### config.mk
export PLATFORM = sky130hd
export DESIGN_NAME = register_mode_fifo
export DESIGN_NICKNAME = d
export VERILOG_FILES = /design/src/rtl/register_mode_pkg.sv /design/src/rtl/register_mode_fifo_mem.sv /design/src/rtl/register_mode_fifo.sv
export SDC_FILE = /design/constraint.sdc
export NUM_CORES = 1
export LEC_CHECK = 0
export ABC_AREA = 1
export CAP_MARGIN = 20
export CORE_AREA = 2 2 128 130
export CTS_BUF_LIST = sky130_fd_sc_hd__clkbuf_8
export CTS_CLUSTER_DIAMETER = 80
export DETAILED_ROUTE_END_ITERATION = 6
export DIE_AREA = 0 0 130 132
export PLACE_DENSITY = 0.62
export SYNTH_ARGS = -nofsm -noshare
export SYNTH_HDL_FRONTEND = slang
export SYNTH_HIERARCHICAL = 1
export SYNTH_SLANG_ARGS = --single-unit
### constraint.sdc
create_clock -name CLK -period 9.1 [get_ports CLK]
set_clock_uncertainty 0.05 [all_clocks]
set_input_delay 2.275 -clock CLK [delete_from_list [all_inputs] [get_ports CLK]]
set_output_delay 2.275 -clock CLK [all_outputs]
set_load 0.02 [all_outputs]
### src/rtl/register_mode_pkg.sv
// Shared types and helpers for the register-mode datapath stage.
package register_mode_pkg;

    typedef enum logic [1:0] {
        MODE_CONST  = 2'd0,
        MODE_BYPASS = 2'd1,
        MODE_DELAY  = 2'd2,
        MODE_FIFO   = 2'd3
    } mode_e;

    // Width needed to hold an occupancy of 0..depth inclusive.
    function automatic int count_width(input int depth);
        return $clog2(depth + 1);
    endfunction

endpackage

### src/rtl/register_mode_fifo_mem.sv
// DEPTH x WIDTH circular buffer with read/write pointers and occupancy.
// Flush empties the buffer by snapping rd_ptr onto wr_ptr.
module register_mode_fifo_mem
    import register_mode_pkg::*;
#(
    parameter int WIDTH = 16,
    parameter int DEPTH = 4
)
(
    input  logic                          clk,
    input  logic                          reset,
    input  logic                          push,
    input  logic                          pop,
    input  logic                          flush,
    input  logic [WIDTH-1:0]              wr_data,
    output logic [WIDTH-1:0]              rd_data,
    output logic [count_width(DEPTH)-1:0] count,
    output logic                          full,
    output logic                          empty
);

    localparam int AW = $clog2(DEPTH);
    localparam int CW = count_width(DEPTH);

    logic [WIDTH-1:0] mem [DEPTH];
    logic [AW-1:0]    wr_ptr;
    logic [AW-1:0]    rd_ptr;
    logic             do_push;
    logic             do_pop;

    assign full    = (count == CW'(DEPTH));
    assign empty   = (count == '0);
    assign do_push = push & ~full & ~flush;
    assign do_pop  = pop & ~empty & ~flush;
    assign rd_data = mem[rd_ptr];

    // Pointer and occupancy bookkeeping; pointers wrap modulo DEPTH.
    always_ff @(posedge clk) begin
        if (reset) begin
            wr_ptr <= '0;
            rd_ptr <= '0;
            count  <= '0;
        end else if (flush) begin
            rd_ptr <= wr_ptr;
            count  <= '0;
        end else begin
            if (do_push) wr_ptr <= wr_ptr + 1'b1;
            if (do_pop)  rd_ptr <= rd_ptr + 1'b1;
            count <= count + CW'(do_push) - CW'(do_pop);
        end
    end

    // Storage write port.
    always_ff @(posedge clk) begin
        if (do_push && !reset) mem[wr_ptr] <= wr_data;
    end

endmodule

### src/rtl/register_mode_fifo.sv
// Configurable per-PE datapath stage: CONST, BYPASS, DELAY or FIFO mode
// with ready/valid handshakes on both sides.
// Build option: REGISTER_MODE_FIFO_FALLTHROUGH_EN lets an empty FIFO pass
// input straight to the output in the same cycle.
module register_mode_fifo
    import register_mode_pkg::*;
#(
    parameter int               WIDTH = 16,
    parameter int               DEPTH = 4,
    parameter logic [WIDTH-1:0] INIT  = '0
)
(
    input  logic                          CLK,
    input  logic                          RESET,
    input  logic [1:0]                    mode,
    input  logic [WIDTH-1:0]              const_,
    input  logic [WIDTH-1:0]              in_data,
    input  logic                          in_valid,
    output logic                          in_ready,
    output logic [WIDTH-1:0]              out_data,
    output logic                          out_valid,
    input  logic                          out_ready,
    input  logic                          clk_en,
    input  logic                          config_we,
    input  logic [WIDTH-1:0]              config_data,
    output logic [WIDTH-1:0]              reg_value,
    output logic [count_width(DEPTH)-1:0] count
);

    localparam int CW = count_width(DEPTH);

    mode_e            mode_cur;
    mode_e            mode_q;
    logic             mode_chg;
    logic [WIDTH-1:0] hold;
    logic             delay_valid;

    logic             fifo_push;
    logic             fifo_pop;
    logic             fifo_flush;
    logic             fifo_full;
    logic             fifo_empty;
    logic [WIDTH-1:0] fifo_rd;
    logic [CW-1:0]    fifo_count;
    logic             fall_through;

    assign mode_cur = mode_e'(mode);
    assign mode_chg = (mode_cur != mode_q);

`ifdef REGISTER_MODE_FIFO_FALLTHROUGH_EN
    assign fall_through = (mode_cur == MODE_FIFO) & fifo_empty & clk_en &
                          in_valid & out_ready & ~config_we;
`else
    assign fall_through = 1'b0;
`endif

    // Output mux per mode; a config write always blocks the upstream side.
    always_comb begin
        out_data  = in_data;
        out_valid = 1'b0;
        in_ready  = 1'b0;
        case (mode_cur)
            MODE_CONST: begin
                out_data  = const_;
                out_valid = 1'b1;
                in_ready  = 1'b1;
            end
            MODE_BYPASS: begin
                out_data  = in_data;
                out_valid = in_valid;
                in_ready  = out_ready;
            end
            MODE_DELAY: begin
                out_data  = hold;
                out_valid = delay_valid;
                in_ready  = clk_en & (~delay_valid | out_ready);
            end
            MODE_FIFO: begin
                if (fall_through) begin
                    out_data  = in_data;
                    out_valid = 1'b1;
                    in_ready  = 1'b1;
                end else begin
                    out_data  = fifo_rd;
                    out_valid = clk_en & ~fifo_empty;
                    in_ready  = clk_en & ~fifo_full;
                end
            end
            default: ;
        endcase
        if (config_we) in_ready = 1'b0;
    end

    // Fall-through beats never touch storage; flush outranks push/pop inside the buffer.
    assign fifo_push  = (mode_cur == MODE_FIFO) & in_valid & in_ready & ~fall_through;
    assign fifo_pop   = (mode_cur == MODE_FIFO) & out_valid & out_ready & ~fall_through;
    assign fifo_flush = config_we | mode_chg;

    register_mode_fifo_mem #(
        .WIDTH (WIDTH),
        .DEPTH (DEPTH)
    ) u_mem (
        .clk     (CLK),
        .reset   (RESET),
        .push    (fifo_push),
        .pop     (fifo_pop),
        .flush   (fifo_flush),
        .wr_data (in_data),
        .rd_data (fifo_rd),
        .count   (fifo_count),
        .full    (fifo_full),
        .empty   (fifo_empty)
    );

    // Hold register, delay-valid and mode tracking: reset > config > mode change > datapath.
    always_ff @(posedge CLK) begin
        if (RESET) begin
            hold        <= INIT;
            delay_valid <= 1'b0;
            mode_q      <= mode_cur;
        end else begin
            mode_q <= mode_cur;
            if (config_we) begin
                hold        <= config_data;
                delay_valid <= 1'b1;
            end else if (mode_chg) begin
                delay_valid <= 1'b0;
            end else if (mode_cur == MODE_DELAY && clk_en) begin
                if (in_valid && in_ready) begin
                    hold        <= in_data;
                    delay_valid <= 1'b1;
                end else if (out_ready) begin
                    delay_valid <= 1'b0;
                end
            end
        end
    end

    assign reg_value = hold;
    assign count     = (mode_cur == MODE_FIFO) ? fifo_count : '0;

endmodule

After elaboration in Yosys (flattened, before gate mapping)
Memory sizes are Yosys's and may differ from the RTL's. A register that Yosys moved wholly into a read port is not among the register bits.
Index checks and enable logic that the tools add are counted.
- bits in registers: 26
- memory bits (writable): 64
- input port bits: 56
- output and inout bits: 37
- logic and storage cells: 69
- memories kept: 1
- add/sub/neg operators: 4
- equal/unequal tests: 6
- multiplexer cells: 20
- bitwise logic cells: 17
- reduce and logical (&&, ||, !) cells: 15
- memory list (name ; depth ; width ; read ports ; clocked after Yosys merged registers in ; wr ports ; line ; text):
    u_mem.mem ; 4 ; 16 ; 1 ; 1 ; 1 ; register_mode_fifo_mem.sv:25 ; logic [WIDTH-1:0] mem [DEPTH];
- operator list (operator ; number):
    $mux W16 ; 4
    $pmux W16 S4 ; 1
    $and A1 B1 Y1 ; 11
    $mux W1 ; 8
    $mux W2 ; 4
    $pmux W1 S4 ; 2
    $reduce_bool A2 Y1 ; 3
    $add A2 B1 Y2 const B ; 2
    $eq A2 B2 Y1 const B ; 2
    $not A1 Y1 ; 4
    $reduce_and A2 Y1 ; 2
    $reduce_bool A4 Y1 ; 1
    $add A3 B1 Y3 ; 1
    $eq A3 B3 Y1 const B ; 1
    $logic_and A1 B1 Y1 ; 3
    $logic_not A3 Y1 ; 1
    $mux W3 ; 1
    $reduce_and A3 Y1 ; 1
    $reduce_bool A3 Y1 ; 1
    $sub A3 B1 Y3 ; 1
    $eq A2 B1 Y1 const B ; 1
    $logic_not A2 Y1 ; 1
    $ne A2 B2 Y1 ; 1
    $ne A2 B2 Y1 const B ; 1
    other kinds (3) ; 4

Longest topological paths before layout
- depth after elaboration: 12
- gate-level depth with buffers: 18
- mapped depth without buffers: 18

Modules after synthesis
The synthesis kept the hierarchy.
- by module, submodules not included (module ; instances ; cells each ; area an instance (um^2) ; sequential area each (um^2)):
    register_mode_fifo_mem ; 1 ; 236 ; 3136.8 ; 2102.0
    register_mode_fifo ; 1 ; 274 ; 1534.0 ; 380.4

Worst setup path before layout
No wires, ideal clock.
- path kind: input to output
- from: input port mode[0]
- to: output port out_data[10]
- data arrival time: 3248 ps
- required time: 6775 ps
- slack: 3527 ps
- stages on the path: 5
- path buffers: 2
- cells stage by stage: buf_4 -> nor2_1 -> clkbuf_1 -> nand2_1 -> o2111ai_1
- longest elaborated chain between the ends: 2
- elaborated cells between the ends (all ways): 5
- those cells by class: eq/ne: 3; mux: 1; reduce/logical: 1
- ends and longest elaborated chain (what ; line ; text):
    from (decl) ; register_mode_fifo.sv:15 ; input logic [1:0] mode,
    $eq A2 B2 Y1, or another cell as far along ; register_mode_fifo.sv:62 ; case (mode_cur)
    $pmux W16 S4 * ; register_mode_fifo.sv:62 ;
    to (decl) ; register_mode_fifo.sv:20 ; output logic [WIDTH-1:0] out_data,
Every way passes the cells marked *; elsewhere a longest branch is shown, timed or not.

Final worst setup path
- from: input port mode[0]
- to: output port out_data[9]
The elaborated chain is that of the path after synthesis.

==> summary.txt <==
Deepest clock path buffer count - 2
Worst R2R Start - u_mem/count[1]$_SDFF_PP0_
Critical path class - in -> out
Die area - 17,200 sq um
Setup Fix Bufs, Post-CTS - 0
CP max-delay cell - clkdlybuf4s50_1
Post-Synth XOR/XNOR Area - 0.00563
Initial Util - 0.297
PostCTS Resize Cnt - 0
Final hold violation count - 0
# port buffers - 92
Max-slew headroom - 0.309
Synth cell types - 34
Core Rows - 46
First-pass GRT wire length - 19,500 um
Post-Synth Simple-Gate Area - 0.213
Achievable frequency - 143 MHz
GRT Total Usage - 0.147
Share of synthesized area spent on multiplexers - 0
Max_cap viols - 0
Setup_tns - 0 ns
Number of synthesized flops with an enable pin - 64
Critical Path Max Stage Delay - 0.60 ns
Cell Area, Placed - 5730 sq um
Power Density - 140 nW/um^2
Main synth FF type - edfxtp_1
Clock Sinks - 92
CP Launch Type - input port
Status - finished, final reports clean
Worst-path maximum fanout - 17
Reg2reg end - u_mem/count[2]$_SDFF_PP0_
Total CTS buffers - 9
Area share of the largest cell type after synthesis - 0.411
Initial antenna violation count - 0
Top-Level Pins - 93
CP endpoint kind - output port
P&R area growth vs syn - 26.2%
Core Box Area - 15,700 sq um
Dpl hpwl - 8780 um
RSZ-0062 raised after global routing - no
Nets - 658
Post-synthesis sequential area ratio - 0.531
Avg Synthesized Cell Area - 9.16 sq um
Final WL - 12,300 um
Drt via density - 4.57
Largest family of logic cells by synthesized area - simple AND/OR/NAND/NOR gates
DRC - 0
Commonest non-fill, non-tap cells in the layout - nand2_1 (120), clkdlybuf4s50_1 (92), nor2_1 (83), edfxtp_1 (64), inv_1 (59)
Clk slew on worst S/H paths - 0.08 ns
Hold_buf cts - 0
Adder-cell share of the synthesized area - 0.0204
DRT iter0 DRCs - 210
Crit-path cells - clkdlybuf4s50_1, nand2_1, clkinv_1, nand2_1, o2111ai_1, clkdlybuf4s50_1
Worst slew pin tran - 1.03 ns
Worst setup endpoint - out_data[9]
Final setup fails - 0
Die height - 132 um
Final instance area - 5890 sq um
Register bit total from synthesis - 92
Leading post-synthesis cells by cell area - edfxtp_1 (41%), dfxtp_1 (12%), nand2_1 (9.6%), nor2_1 (6.7%), inv_1 (4.6%)
Routed vias - 3,733
Ys Warns - 6
Commonest non-fill, non-tap cell in the layout - nand2_1
Post-route minimum period - 7.01 ns
N_diodes - 0
Post-synth top area cell - edfxtp_1
First-pass DRT Iterations - 4
Synth Cell Area - 4670 sq um
Cells after synthesis - 510
GRT overflow - 0
Gpl congestion - 0.880
WP data required - 6.78 ns
CTS root buf - clkbuf_8
Antenna violation net count after detailed routing - 0
Synth Area in Compound Gates - 0.141
Reg2reg setup slack - 6.18 ns
Syn nets - 573
Die span in x - 130 um
Proportion of layout cells with a drive suffix above 1 - 0.125
Final period util - 0.771
Slew Limit Fails - 0
TritonCTS clock tree - done
H-tree level count - 3
Maximum vdd ir drop - 0.0000589 V
Ys async rst share - 0
Vias in the first global route - 3,683
Clk Latency, worst-skew pair - 0.36 ns
Routed len/inst - 15.0 um
LEAKAGE - 0.00226 uW
Cells on worst reg2reg path - 18
Hold Crit Class - reg -> reg
Critical Path AT - 4.69 ns
Setup crit start - mode[0]
Largest net degree at the start of global routing - 37
per-stage QoR:
step                      utilization  hold WS, ns  instances  setup WS, ns  total power (uW)
after floorplan                     -        0.424        510          3.53               532
after global placement          0.364        0.448        799          2.01               596
after detailed placement        0.365        0.451        800          2.08               599
after CTS                       0.375        0.466        816          2.08               831
after global routing            0.375        0.503        816          1.94               857
final                           0.375        0.462        816          2.09               826
registers in the layout, summed over array words and instances, names as in the netlist, named ones only:
name          flops
delay_valid       1
mode_q            2
u_mem/count       3
u_mem/mem        64
reg_value        16
u_mem/wr_ptr      2
u_mem/rd_ptr      2
critical path: cells and delay by family:
kind                   cells  cell delay (ns)
buffers and inverters      3             1.70
AOI/OAI and AO/OA          1             0.16
and+or+nand+nor            2             0.54
power breakdown:
part           internal (uW)  switching, uW  total, uW  leakage (uW)
clock network           95.4            141        236     0.0000850
registers                453           6.11        460      0.000804
logic                   60.4           69.7        130       0.00137
total                    609            217        826       0.00226
logic make-up (layout without fill, tap and decap cells):
group                    count (synthesis)  after routing
adder cells (fa/ha/maj)                  7              7
buffers and inverters                   90            180
flip-flops                              92             92
XOR/XNOR                                 3              3
AND/OR/NAND/NOR                        233            233
AO/OA/AOI/OAI                           85             85
cells in the mapped netlist (4+ instances only):
master     count
ha_1           6
clkbuf_1       7
o21ai_0       22
nor2_2         6
dfxtp_1       28
o21ai_2       21
inv_2          9
buf_6          8
o2111ai_1     16
nand2_1      120
o21ai_1        7
nand3_1        8
o22ai_2       12
o22ai_1        4
edfxtp_1      64
inv_1         57
nor2_1        83
routing by layer:
| metal | up-vias | GRT usage | wire length, um |
|---|---|---|---|
| li1 | 1838 | - | - |
| met1 | 1779 | 0.206 | 5900 |
| met2 | 102 | 0.232 | 5660 |
| met3 | 14 | 0.0183 | 509 |
| met4 | 0 | 0.0568 | 194 |
| met5 | - | 0 | 0 |
worst min path at each step:
stage | start | to | slack, ns | cells past startpoint
2_1_floorplan | u_mem/rd_ptr[1]$_SDFFE_PP0N_ | flip-flop | 0.42 | 2
3_3_place_gp | u_mem/rd_ptr[1]$_SDFFE_PP0N_ | u_mem/rd_ptr[1]$_SDFFE_PP0N_ | 0.45 | 2
3_5_place_dp | u_mem/rd_ptr[1]$_SDFFE_PP0N_ | flip-flop | 0.45 | 2
4_1_cts | u_mem/rd_ptr[1]$_SDFFE_PP0N_ | u_mem/rd_ptr[1]$_SDFFE_PP0N_ | 0.47 | 2
5_1_grt | u_mem/rd_ptr[1]$_SDFFE_PP0N_ | flip-flop | 0.50 | 2
6_report | u_mem/rd_ptr[1]$_SDFFE_PP0N_ | flip-flop | 0.46 | 2
area by class of cell:
cell class	instances	area, sq um
Clock inverter	7	36.3
Fill cell	1542	9820
Clock buffer	9	124
Tap cell	216	270
Timing Repair Buffer	95	947
Multi-Input combinational cell	328	1780
Sequential cell	92	2480
Inverter	69	259
Note: power is estimated with default switching activity, not from simulation.
